--- src/rtl/alu_cmd_seq_pkg.sv ---
// alu_cmd_seq_pkg: shared types and constants for the ALU command sequencer.
// Holds the FSM state encoding, the ALU opcode map and the command record.

package alu_cmd_seq_pkg;

    // Datapath widths the ALU is built for
    localparam int DATA_W = 8;
    localparam int OP_W   = 3;
    localparam int TAG_W  = 4;

    // ALU select codes (the sequencer forwards these untouched)
    localparam logic [OP_W-1:0] OP_ADD   = 3'b000;
    localparam logic [OP_W-1:0] OP_SUB   = 3'b001;
    localparam logic [OP_W-1:0] OP_ADD2B = 3'b010;
    localparam logic [OP_W-1:0] OP_SUB2B = 3'b011;
    localparam logic [OP_W-1:0] OP_ADDLO = 3'b100;
    localparam logic [OP_W-1:0] OP_MAX   = 3'b101;
    localparam logic [OP_W-1:0] OP_ABS   = 3'b110;
    localparam logic [OP_W-1:0] OP_PASSB = 3'b111;

    // Sequencer states
    typedef enum logic [1:0] {
        ST_IDLE   = 2'd0,
        ST_SETTLE = 2'd1,
        ST_HOLD   = 2'd2
    } state_e;

    // One ALU command as offered by a producer
    typedef struct packed {
        logic [OP_W-1:0]   op;
        logic [DATA_W-1:0] a;
        logic [DATA_W-1:0] b;
    } cmd_t;

endpackage

--- src/rtl/alu_cmd_fifo.sv ---
// alu_cmd_fifo: synchronous FIFO holding queued ALU commands.
// DEPTH must be a power of two >= 2; full/empty come from an extra wrap bit
// on each pointer. The read port is the current head (no bypass: a word
// written at one edge is visible as head only after that edge).

module alu_cmd_fifo #(
    parameter int DEPTH = 4,
    parameter int WIDTH = 19
) (
    input  logic             clk,
    input  logic             rst_n,
    input  logic             push,
    input  logic             pop,
    input  logic [WIDTH-1:0] wdata,
    output logic [WIDTH-1:0] rdata,
    output logic             full,
    output logic             empty
);

    localparam int AW = $clog2(DEPTH);
    localparam logic [AW:0] PTR_ONE = 1;

    logic [AW:0]      wr_ptr;
    logic [AW:0]      rd_ptr;
    logic [WIDTH-1:0] mem [DEPTH];
    logic             push_ok;
    logic             pop_ok;

    assign push_ok = push && !full;
    assign pop_ok  = pop && !empty;

    assign empty = (wr_ptr == rd_ptr);
    assign full  = (wr_ptr[AW] != rd_ptr[AW]) &&
                   (wr_ptr[AW-1:0] == rd_ptr[AW-1:0]);
    assign rdata = mem[rd_ptr[AW-1:0]];

    // Pointer advance; a push and pop in the same cycle both take effect
    // NOTE: sequential state is written with <= so every flop samples the
    // pre-edge value of its neighbours, independent of statement order.
    always_ff @(posedge clk or negedge rst_n) begin
        if (!rst_n) begin
            wr_ptr <= '0;
            rd_ptr <= '0;
        end else begin
            if (push_ok) wr_ptr <= wr_ptr + PTR_ONE;
            if (pop_ok)  rd_ptr <= rd_ptr + PTR_ONE;
        end
    end

    // Storage write
    // NOTE: the array has no reset; the pointers alone define which entries
    // are valid, so clearing storage would only cost flops and reset fan-out.
    always_ff @(posedge clk) begin
        if (push_ok) mem[wr_ptr[AW-1:0]] <= wdata;
    end

endmodule

--- src/rtl/alu_cmd_seq.sv ---
// alu_cmd_seq: command sequencer in front of the 8-bit ALU.
// Queues {op, A, B} commands, drives them one at a time onto registered ALU
// operand/select lines, waits one settle cycle, captures the ALU result and
// holds it on a valid/ready result port with the opcode that produced it.
// Optional feature: define ALU_CMD_SEQ_TAG_EN to carry a 4-bit tag from
// cmd_tag through the FIFO to res_tag alongside each result.

module alu_cmd_seq
    import alu_cmd_seq_pkg::*;
#(
    parameter int DEPTH = 4,
    parameter int W     = 8
) (
    input  logic         clk,
    input  logic         rst_n,
    // command side
    input  logic         cmd_valid,
    output logic         cmd_ready,
    input  logic [2:0]   cmd_op,
    input  logic [W-1:0] cmd_a,
    input  logic [W-1:0] cmd_b,
`ifdef ALU_CMD_SEQ_TAG_EN
    input  logic [3:0]   cmd_tag,
    output logic [3:0]   res_tag,
`endif
    // ALU side
    output logic [W-1:0] alu_a,
    output logic [W-1:0] alu_b,
    output logic [2:0]   alu_sel,
    input  logic [W-1:0] alu_result,
    // result side
    output logic         res_valid,
    input  logic         res_ready,
    output logic [W-1:0] res_data,
    output logic [2:0]   res_op,
    output logic         busy
);

    // Plain-vector state encodings, taken from the package enum
    localparam logic [1:0] S_IDLE   = ST_IDLE;
    localparam logic [1:0] S_SETTLE = ST_SETTLE;
    localparam logic [1:0] S_HOLD   = ST_HOLD;

    // FIFO entry layout: [tag] | op | a | b
    localparam int CMD_W = OP_W + 2 * W;
`ifdef ALU_CMD_SEQ_TAG_EN
    localparam int ENTRY_W = CMD_W + TAG_W;
`else
    localparam int ENTRY_W = CMD_W;
`endif

    logic [1:0]         state;
    logic [1:0]         state_nxt;
    logic               fifo_full;
    logic               fifo_empty;
    logic               push;
    logic               pop;
    logic [ENTRY_W-1:0] wdata;
    logic [ENTRY_W-1:0] head;
    logic [W-1:0]       head_a;
    logic [W-1:0]       head_b;
    logic [2:0]         head_op;
`ifdef ALU_CMD_SEQ_TAG_EN
    logic [3:0]         head_tag;
    logic [3:0]         alu_tag;
`endif

    // Producer handshake; ready depends only on the registered full flag,
    // so a push while full is refused even in a cycle that also pops.
    assign cmd_ready = !fifo_full;
    assign push      = cmd_valid && cmd_ready;

`ifdef ALU_CMD_SEQ_TAG_EN
    assign wdata = {cmd_tag, cmd_op, cmd_a, cmd_b};
`else
    assign wdata = {cmd_op, cmd_a, cmd_b};
`endif

    alu_cmd_fifo #(
        .DEPTH (DEPTH),
        .WIDTH (ENTRY_W)
    ) u_fifo (
        .clk   (clk),
        .rst_n (rst_n),
        .push  (push),
        .pop   (pop),
        .wdata (wdata),
        .rdata (head),
        .full  (fifo_full),
        .empty (fifo_empty)
    );

    // Split the FIFO head into its fields
    assign head_b  = head[W-1:0];
    assign head_a  = head[2*W-1:W];
    assign head_op = head[CMD_W-1:2*W];
`ifdef ALU_CMD_SEQ_TAG_EN
    assign head_tag = head[ENTRY_W-1:CMD_W];
`endif

    // Pop decision and next state: a new command is issued from IDLE, or
    // straight from HOLD when the consumer takes the current result
    // NOTE: every output of an always_comb gets a default first, so no path
    // leaves it unassigned and no latch is inferred.
    always_comb begin
        pop       = 1'b0;
        state_nxt = state;
        case (state)
            S_IDLE: begin
                if (!fifo_empty) begin
                    pop       = 1'b1;
                    state_nxt = S_SETTLE;
                end
            end
            S_SETTLE: begin
                state_nxt = S_HOLD;
            end
            S_HOLD: begin
                if (res_ready) begin
                    if (!fifo_empty) begin
                        pop       = 1'b1;
                        state_nxt = S_SETTLE;
                    end else begin
                        state_nxt = S_IDLE;
                    end
                end
            end
            default: begin
                state_nxt = S_IDLE;
            end
        endcase
    end

    // State register
    always_ff @(posedge clk or negedge rst_n) begin
        if (!rst_n) state <= S_IDLE;
        else        state <= state_nxt;
    end

    // ALU operand/select registers: change only on a pop, so the ALU inputs
    // never move while a result is settling or being held
    always_ff @(posedge clk or negedge rst_n) begin
        if (!rst_n) begin
            alu_a   <= '0;
            alu_b   <= '0;
            alu_sel <= '0;
        end else if (pop) begin
            alu_a   <= head_a;
            alu_b   <= head_b;
            alu_sel <= head_op;
        end
    end

`ifdef ALU_CMD_SEQ_TAG_EN
    // Tag of the command currently on the ALU, paired with its result later
    always_ff @(posedge clk or negedge rst_n) begin
        if (!rst_n)   alu_tag <= '0;
        else if (pop) alu_tag <= head_tag;
    end
`endif

    // Result capture at the end of the settle cycle; valid drops on accept
    always_ff @(posedge clk or negedge rst_n) begin
        if (!rst_n) begin
            res_valid <= 1'b0;
            res_data  <= '0;
            res_op    <= '0;
        end else if (state == S_SETTLE) begin
            res_valid <= 1'b1;
            res_data  <= alu_result;
            res_op    <= alu_sel;
        end else if (state == S_HOLD && res_ready) begin
            res_valid <= 1'b0;
        end
    end

`ifdef ALU_CMD_SEQ_TAG_EN
    // Tag travels with the captured result
    always_ff @(posedge clk or negedge rst_n) begin
        if (!rst_n)                 res_tag <= '0;
        else if (state == S_SETTLE) res_tag <= alu_tag;
    end
`endif

    assign busy = !fifo_empty || (state != S_IDLE);

endmodule

--- config.mk ---
export PLATFORM = sky130hd
export DESIGN_NAME = alu_cmd_seq
export DESIGN_NICKNAME = d
export VERILOG_FILES = /design/src/rtl/alu_cmd_seq_pkg.sv /design/src/rtl/alu_cmd_fifo.sv /design/src/rtl/alu_cmd_seq.sv
export SDC_FILE = /design/constraint.sdc
export NUM_CORES = 1
export LEC_CHECK = 0
export CAP_MARGIN = 5
export CORE_UTILIZATION = 30
export DETAILED_ROUTE_END_ITERATION = 8
export HOLD_SLACK_MARGIN = 0.06
export PLACE_DENSITY = 0.51
export SETUP_SLACK_MARGIN = 0.02
export SKIP_LAST_GASP = 1
export SLEW_MARGIN = 5
export SYNTH_ARGS = -nofsm -noshare
export SYNTH_HDL_FRONTEND = slang
export SYNTH_SLANG_ARGS = --single-unit
--- constraint.sdc ---
create_clock -name clk -period 5.2 [get_ports clk]
set_input_delay 1.04 -clock clk [delete_from_list [all_inputs] [get_ports clk]]
set_output_delay 1.04 -clock clk [all_outputs]
set_load 0.02 [all_outputs]
==> reports/metrics.cfg, run 1 <==
[power]
ir_drop_mv = 0.2578
power.leakage_nw = 2.108
finalPower_mw = 4.069
power_density_nw_per_um2 = 698.5

[setup_path]
worstSetupEndpointType = primary output
required_ps = 4160
crit_type = flip-flop to primary output
worst_ep_arrival_time_ps = 2470
crit_fanout = 22
cp-start-kind = flip-flop

[placement]
place_area_um2 = 5160
place_congestion = 0.6735
dpl.hpwl_um = 4614
dp_slack_ps = 2065
portBuffers = 63

[cts]
cts_tree = built
cts.sinks = 115
clkLatencyLatePin_ps = 400
cts_buffers = 17
cts.htree.levels = 4
clk_pin_slew_worst_paths_ps = 50
cts_buffer_depth = 2
postCtsSetupRepairBufs = 0
post_cts_resized = 0
clock-root-buffer = clkbuf_16
cts_hold_buffers = 0

[synth]
synth_nets = 241
syn_area_per_cell_um2 = 21.16
yosys_warnings = 0
synth_cell_types = 20
netlist_area_um2 = 4338
synthCells = 205
synth_seq_cells = 115
yosysSeqAreaShare = 0.7511

[sta]
fmaxAchievable_mhz = 285.3
slew_violations = 0
finalSetupViolCount = 0
maxSlewHeadroom = 0.2332
setup_ws_ps = 1695
hold_viol = 0
rsz0062_at_grt = false
tns_ps = 0
fin_crit_ps = 3505
finClkSkew_ps = 6.001
fin_crit_sh = 0.6741
max_slew.worst_pin.slew_ps = 1150

[layout]
layout_commonest_cell = edfxtp_1
final_cell_mix = edfxtp_1, clkdlybuf4s50_1, dfrtp_1
final_area_um2 = 5826
num_antenna_cells = 0
layout-drive-gt1-share = 0.2847
area_growth_pct = 34.29
num-fill-cells = 1251
final_core_util = 0.4165
nNetsFinal = 318

[drt]
ant_nets = 0
drtPass1Iterations = 4
vias = 2106
route.detailed.drc = 0
wire_per_inst_um = 16.42
first_iter_violations = 90
vias_per_cell = 4.434
totalWireLength_um = 7799

[run]
max-cap-violations = 0

[global_routing]
grt_pass1_vias = 2235
grt_pass1_wl_um = 12170
met1_usage = 0.1444
top_usage_layer = met2
global_route.usage.met3 = 0.03903
overflow = 0
grt_max_degree = 40
grt_use_total = 0.1152
grt_util_met2 = 0.1756
antenna_found_initial = 0

[floorplan]
die_w_um = 122.3
start_util = 0.3101
design.core.area_um2 = 13990
num_rows = 43
die_y_um = 122.3
io_pins = 64
die-area_um2 = 14950

[status]
status = complete, no violations

[hold_path]
hold_path.class = flip-flop to flip-flop

## final timing paths
check | depth (start not counted) | startpoint | endpoint | slack, ps
worst min register to register | 1 | u_fifo.wr_ptr[2] | u_fifo.wr_ptr[2] | 480
worst max-delay path | 3 | u_fifo.rd_ptr[0] | cmd_ready | 1690
worst min-delay path | 1 | u_fifo.wr_ptr[2] | u_fifo.wr_ptr[2] | 480
min in group asynchronous | 1 | rst_n | alu_b[6] | 790
worst max register to register | 3 | u_fifo.rd_ptr[0] | u_fifo.mem[3][4] | 2430
max in group asynchronous | 1 | rst_n | u_fifo.rd_ptr[0] | 3760
## critical path, cell delays in order, from the launching register on
cell and delay (ps):
dfrtp_2 860, xnor2_1 280, nand3b_1 270, clkdlybuf4s50_1 660
## cell type report
type	instances	area [µm²]	area share
well taps	180	225.2	0.03866
clock inverters	11	205.2	0.03522
multi-input cells	79	1020	0.1750
flip-flops and latches	115	3259	0.5595
clock buffers	21	460.4	0.07904
inverters	4	15.01	0.002577
repair buffers	65	640.6	0.1100
## report_power, final
group	leakage [nW]	switching [mW]	total (mW)	internal, mW
clock	0.322	0.381	1.30	0.918
sequential	1.15	0.169	1.47	1.30
combinational	0.634	0.606	1.30	0.692
total	2.11	1.16	4.07	2.91
## sequential cells by signal, summed over array words and instances, names as in the netlist
name           cells
res_valid          1
alu_sel            3
alu_b              8
res_data           8
u_fifo.rd_ptr      3
u_fifo.mem        76
res_op             3
state              2
u_fifo.wr_ptr      3
alu_a              8
## synthesized netlist by cell type, drive strengths merged
master / n / area (µm²)
nor2b: 1 / 6.260
a21oi: 2 / 10.01
nor2: 2 / 7.510
a311oi: 1 / 26.28
a21o: 1 / 7.510
edfxtp: 76 / 2282
xor2: 2 / 17.52
buf: 5 / 37.53
ha: 5 / 62.56
and3: 4 / 25.02
nand2: 3 / 11.26
inv: 4 / 15.01
mux4: 19 / 427.9
mux2: 32 / 360.4
clkbuf: 2 / 7.510
dfrtp: 39 / 975.9
xnor2: 5 / 43.79
nand4: 1 / 6.260
nand3b: 1 / 7.510
## cell families (layout without fill, tap and decap cells)
| group | Yosys count | count (layout) | synth area share |
|---|---|---|---|
| compound gates | 4 | 4 | 0.01010 |
| fa+ha+maj | 5 | 5 | 0.01442 |
| flops | 115 | 115 | 0.7511 |
| buf+inv | 11 | 101 | 0.01384 |
| mux | 51 | 51 | 0.1817 |
| simple gates | 12 | 12 | 0.01471 |
| xor+xnor | 7 | 7 | 0.01413 |
## through the flow
step	cells	hold WS, ps
3_5_place_dp	443	478.0
5_1_grt	475	500.4
6_report	475	484.7
3_3_place_gp	443	476.7
4_1_cts	475	488.4
2_1_floorplan	205	461.9
## metal layers
metal / wire, µm / vias to the layer above
li1: - / 958
met1: 3544 / 1078
met2: 3717 / 59
met3: 394 / 11
met4: 143 / 0
met5: 0 / -
Power figures use the tool's default switching activity.
==> run 2: changes to the inputs <==
==> constraint.sdc (replaced) <==
create_clock -name clk -period 3.5 [get_ports clk]
set_input_delay 0.7 -clock clk [delete_from_list [all_inputs] [get_ports clk]]
set_output_delay 0.7 -clock clk [all_outputs]
set_load 0.02 [all_outputs]
==> reports/metrics.cfg, run 2 (synthesis results as in run 1) <==
[power]
cell_internal_pwr_mw = 4.194  ; was 2.913 mW
power_density_nw_per_um2 = 1016  ; was 698.5 nW/µm²
ir_drop_mv = 0.4271  ; was 0.2578 mV
p_clk_frac = 0.298  ; was 0.319
power.leakage_nw = 2.106  ; was 2.108 nW
pwr-share-seq = 0.360  ; was 0.362
p_switching_mw = 1.723  ; was 1.156 mW
p_comb_frac = 0.342  ; was 0.319
power.share.switching = 0.2912  ; was 0.2841

[placement]
dp_slack_ps = 1036  ; was 2065 ps
place_congestion = 0.6751  ; was 0.6735
portBuffers = 63  ; unchanged
dpl.hpwl_um = 4801  ; was 4614 µm

[layout]
final_cell_mix = edfxtp_1, clkdlybuf4s50_1, dfrtp_1  ; unchanged
final_core_util = 0.4162  ; was 0.4165
nNetsFinal = 323  ; was 318
area_growth_pct = 34.21  ; was 34.29%
largest_register_ffs = 76  ; unchanged
num_antenna_cells = 0  ; unchanged
layout_commonest_cell = edfxtp_1  ; unchanged
layout-drive-gt1-share = 0.2967  ; was 0.2847

[drt]
ant_nets = 0  ; unchanged
drtPass1Iterations = 4  ; unchanged
met3_length_um = 465  ; was 394 µm
route.detailed.drc = 0  ; unchanged
totalWireLength_um = 7939  ; was 7799 µm
vias_per_cell = 4.400  ; was 4.434
first_iter_violations = 81  ; was 90
met2_length_um = 3666  ; was 3717 µm
drt-met1-wl_um = 3694  ; was 3544 µm
wire_per_inst_um = 16.54  ; was 16.42 µm
routed.top_layer = met4  ; unchanged
vias = 2112  ; was 2106

[cts]
postCtsSetupRepairBufs = 0  ; unchanged
cts_buffer_depth = 2  ; unchanged
cts.sinks = 115  ; unchanged
clkLatencyLatePin_ps = 400  ; about the same
clock-root-buffer = clkbuf_16  ; unchanged
clk_pin_slew_worst_paths_ps = 60  ; was 50 ps
cts.htree.levels = 4  ; unchanged
cts_tree = built  ; unchanged
post_cts_resized = 0  ; unchanged
cts_buffers = 17  ; unchanged
cts_hold_buffers = 0  ; unchanged

[setup_path]
worstPathCellList = xnor2_1, nand3b_1, clkdlybuf4s50_1  ; unchanged
crit_fanout = 6  ; was 22
cp-start-kind = flip-flop  ; unchanged
slowest_delay_ps = 610  ; was 860 ps
required_ps = 2800  ; was 4160 ps
crit_type = flip-flop to primary output  ; unchanged
cp_slowest_cell = clkdlybuf4s50_1  ; was dfrtp_2
worstSetupEndpointType = primary output  ; unchanged
path_delay_family = buffers and inverters  ; was flip-flops
critPathBufInv = 1  ; unchanged
worst_ep_arrival_time_ps = 2070  ; was 2470 ps
rrSetupSlack_ps = 1350  ; was 2430 ps

[sta]
tns_ps = 0  ; unchanged
slew_violations = 0  ; unchanged
rsz0062_at_grt = false  ; unchanged
hold_viol = 0  ; unchanged
fmaxAchievable_mhz = 361.4
setup_ws_ps = 733.2  ; was 1695 ps
fin_crit_ps = 2767
max_slew.worst_pin.slew_ps = 947.6  ; was 1150 ps
maxSlewHeadroom = 0.3659  ; was 0.2332
finalSetupViolCount = 0  ; unchanged
fin_crit_sh = 0.7905
whs_ps = 441.3  ; was 484.7 ps
finClkSkew_ps = 10.66  ; was 6.001 ps

[global_routing]
grt_max_degree = 40  ; unchanged
overflow = 0  ; unchanged
grt_use_total = 0.1193  ; was 0.1152
antenna_found_initial = 0  ; unchanged
grt_pass1_vias = 2257  ; was 2235
grt_pass1_wl_um = 12510  ; was 12170 µm

[floorplan]
design.core.area_um2 = 13990  ; unchanged
die-area_um2 = 14950  ; unchanged
die_w_um = 122.3  ; unchanged
start_util = 0.3101  ; unchanged
num_rows = 43  ; unchanged
die_y_um = 122.3  ; unchanged
io_pins = 64  ; unchanged

[run]
max-cap-violations = 0  ; unchanged

[status]
status = complete, no violations  ; unchanged

[hold_path]
hold_path.class = input pin to asynchronous set/reset pin  ; was flip-flop to flip-flop

run 2: changes by cell type in the layout (fill, tap and decap cells not counted):
cell,change
clkinv_2,+1
clkbuf_8,-1
clkinv_1,-1
bufinv_16,-2
clkbuf_1,+1
buf_12,+1
buf_4,+4
clkinvlp_4,+2
run 2: cell type report:
type | count | area, µm²
tap | 180 | 225.2
sequential | 115 | 3259
inverter | 4 | 15.01
clock inverter | 11 | 161.4
fill | 1271 | 8167
timing repair buffer | 70 | 690.7
multi-input combinational | 79 | 1020
clock buffer | 21 | 450.4
run 2: power groups by stage:
stage | registers, mW | logic [mW] | clock network [mW]
2_1_floorplan | 2.34 | 1.12 | 0
3_3_place_gp | 2.15 | 2.04 | 0
3_5_place_dp | 2.16 | 2.07 | 0
4_1_cts | 2.14 | 2.08 | 1.80
5_1_grt | 2.18 | 2.19 | 1.86
6_report | 2.13 | 2.02 | 1.76
run 2: routing by layer:
layer / up-vias / track usage
met2: 59 / 0.1770
met1: 1073 / 0.1530
li1: 971 / -
met5: - / 0
met3: 9 / 0.04461
met4: 0 / 0.05945
run 2: worst reg2reg max path: cells and delay by family (launching register included):
family / cells / cell delay [ps]
xor gates and xnor gates: 1 / 340
and+or+nand+nor: 2 / 880
buffers and inverters: 1 / 230
DFF: 1 / 400
run 2: worst paths after layout:
path / from / to / depth (start not counted)
max: u_fifo.wr_ptr[0] / cmd_ready / 3
min: rst_n / alu_a[2] / 1
max reg2reg: u_fifo.wr_ptr[2] / u_fifo.mem[3][1] / 4
min reg2reg: u_fifo.rd_ptr[2] / u_fifo.rd_ptr[2] / 1
max in group asynchronous: rst_n / u_fifo.rd_ptr[0] / 1
min in group clk: u_fifo.rd_ptr[2] / u_fifo.rd_ptr[2] / 1
run 2: per-stage QoR:
step | instances | total power, mW | cell area [µm²]
finish | 480 | 5.917 | 5822
global route | 480 | 6.236 | 5822
CTS | 480 | 6.022 | 5822
detailed placement | 448 | 4.236 | 5210
global placement | 448 | 4.195 | 5210
floorplan | 205 | 3.467 | 4338
==> run 3: changes to the inputs <==
--- a/config.mk
+++ b/config.mk
@@ -9,7 +9,7 @@
 export CORE_UTILIZATION = 30
 export DETAILED_ROUTE_END_ITERATION = 8
 export HOLD_SLACK_MARGIN = 0.06
-export PLACE_DENSITY = 0.51
+export PLACE_DENSITY = 0.53
 export SETUP_SLACK_MARGIN = 0.02
 export SKIP_LAST_GASP = 1
 export SLEW_MARGIN = 5
==> constraint.sdc (replaced) <==
create_clock -name clk -period 2.26 [get_ports clk]
set_input_delay 0.452 -clock clk [delete_from_list [all_inputs] [get_ports clk]]
set_output_delay 0.452 -clock clk [all_outputs]
set_load 0.02 [all_outputs]
==> reports/metrics.cfg, run 3 (synthesis results as in run 1) <==
[status]
status = complete, no violations  ; unchanged

[floorplan]
num_rows = 43  ; unchanged
design.core.area_um2 = 13990  ; unchanged
start_util = 0.3101  ; unchanged
die_w_um = 122.3  ; unchanged
die-area_um2 = 14950  ; unchanged
io_pins = 64  ; unchanged
die_y_um = 122.3  ; unchanged

[setup_path]
rrSetupSlack_ps = 290  ; was 1350 ps
crit_type = flip-flop to primary output  ; unchanged
slowest_delay_ps = 450  ; was 610 ps
worst_ep_arrival_time_ps = 1680  ; was 2070 ps
worstPathCellList = xnor2_1, nand3b_1, dlygate4sd2_1  ; was xnor2_1, nand3b_1, clkdlybuf4s50_1
required_ps = 1810  ; was 2800 ps
crit_fanout = 5  ; was 6
worstSetupEndpointType = primary output  ; unchanged
cp_slowest_cell = dfrtp_1  ; was clkdlybuf4s50_1
cp-start-kind = flip-flop  ; unchanged

[drt]
totalWireLength_um = 8357  ; was 7939 µm
vias = 2180  ; was 2112
first_iter_violations = 92  ; was 81
ant_nets = 0  ; unchanged
route.detailed.drc = 0  ; unchanged
wire_per_inst_um = 16.95  ; was 16.54 µm
drtPass1Iterations = 4  ; unchanged
vias_per_cell = 4.422  ; was 4.400

[layout]
final_cell_mix = edfxtp_1, clkdlybuf4s50_1, dfrtp_1  ; unchanged
nNetsFinal = 336  ; was 323
area_growth_pct = 35.51  ; was 34.21%
num-fill-cells = 1260  ; was 1271
layout_commonest_cell = edfxtp_1  ; unchanged
largest_register_ffs = 76  ; unchanged
num_antenna_cells = 0  ; unchanged
layout-drive-gt1-share = 0.3099  ; was 0.2967

[global_routing]
antenna_found_initial = 0  ; unchanged
grt_use_total = 0.1265  ; was 0.1193
grt_max_degree = 30  ; was 40
overflow = 0  ; unchanged
grt_pass1_vias = 2320  ; was 2257
grt_pass1_wl_um = 13090  ; was 12510 µm

[sta]
tns_ps = 0  ; unchanged
slew_violations = 0  ; unchanged
max_slew.worst_pin.slew_ps = 689.8  ; was 947.6 ps
fin_crit_ps = 2129
fin_crit_sh = 0.9423
maxSlewHeadroom = 0.5401  ; was 0.3659
hold_viol = 0  ; unchanged
finClkSkew_ps = 6.739  ; was 10.66 ps
finalSetupViolCount = 0  ; unchanged
fmaxAchievable_mhz = 469.6
rsz0062_at_grt = false  ; unchanged

[run]
max-cap-violations = 0  ; unchanged

[placement]
portBuffers = 63  ; unchanged
place_congestion = 0.6269  ; was 0.6751
dpl.hpwl_um = 5381  ; was 4801 µm

[power]
ir_drop_mv = 0.7425  ; was 0.4271 mV
finalPower_mw = 9.246  ; was 5.917 mW
power_density_nw_per_um2 = 1573  ; was 1016 nW/µm²
power.leakage_nw = 2.156  ; was 2.106 nW

[cts]
cts_tree = built  ; unchanged
clk_pin_slew_worst_paths_ps = 50  ; was 60 ps
cts.sinks = 115  ; unchanged
clock-root-buffer = clkbuf_16  ; unchanged
cts_buffers = 17  ; unchanged
cts_hold_buffers = 0  ; unchanged
clkLatencyLatePin_ps = 400  ; about the same
cts_buffer_depth = 2  ; unchanged
cts.htree.levels = 4  ; unchanged

[hold_path]
hold_path.class = input pin to asynchronous set/reset pin  ; unchanged

## run 3: cell types whose count changed in the layout (fill, tap and decap cells not counted), sizes merged
| cell | delta |
|---|---|
| clkdlybuf4s50 | -2 |
| clkinvlp | -3 |
| buf | +13 |
| clkinv | +1 |
| bufinv | -1 |
| dlygate4sd2 | +2 |
| clkbuf | +3 |
## run 3: area by class of cell
| cell class | instances | area [µm²] | area share |
|---|---|---|---|
| timing repair buffer | 83 | 785.8 | 0.1337 |
| tap | 180 | 225.2 | 0.03831 |
| inverter | 4 | 15.01 | 0.002554 |
| clock buffer | 24 | 461.7 | 0.07854 |
| multi-input combinational | 79 | 1020 | 0.1735 |
| sequential | 115 | 3259 | 0.5545 |
| clock inverter | 8 | 111.4 | 0.01894 |
## run 3: timing repair
action | 4_1_cts | 5_1_grt
buffers inserted | 0 | 2
pin swaps | 0 | 1
endpoints found under the hold margin | 0 | 0
setup endpoints to repair | 2 | 1
gates resized for setup | 2 | 0
## run 3: worst paths after layout
path                                  startpoint          endpoint  depth (start not counted)
worst max-delay path            u_fifo.wr_ptr[0]         cmd_ready                          3
worst min-delay path                       rst_n         res_op[1]                          1
worst max register to register  u_fifo.wr_ptr[2]  u_fifo.mem[2][5]                          5
worst min register to register  u_fifo.wr_ptr[2]  u_fifo.wr_ptr[2]                          1
max in group asynchronous                  rst_n          alu_a[0]                          2
min in group clk                u_fifo.wr_ptr[2]  u_fifo.wr_ptr[2]                          1
## run 3: where the power goes
group	internal [mW]	leakage (nW)	switching [mW]
registers	2.99	1.15	0.315
clock network	1.74	0.279	0.839
logic	1.81	0.725	1.55
total	6.54	2.16	2.70
## run 3: worst max-delay path: cells and delay by family (launching register included)
kind	cells	cell delay (ps)
buffers and inverters	1	390
XOR/XNOR	1	220
flip-flops	1	450
AND/OR/NAND/NOR	1	210
## run 3: stage by stage
stage	instances	worst slack, ps	util	cell area [µm²]	hold slack, ps
finish	493	130.5	0.4202	5878	88.69
global route	493	11.84	0.4202	5878	127.8
CTS	491	105.3	0.4191	5863	100.8
detailed placement	459	157.1	0.3784	5293	483.7
global placement	459	187.8	0.3784	5293	485.2
floorplan	205	236.4	-	4338	156.4
## run 3: metal layers
layer	part of all wire	track usage	vias to the layer above
li1	-	-	997
met2	0.51	0.1984	64
met4	0.0092	0.05335	0
met3	0.059	0.05483	9
met1	0.42	0.1517	1110
met5	0	0	-
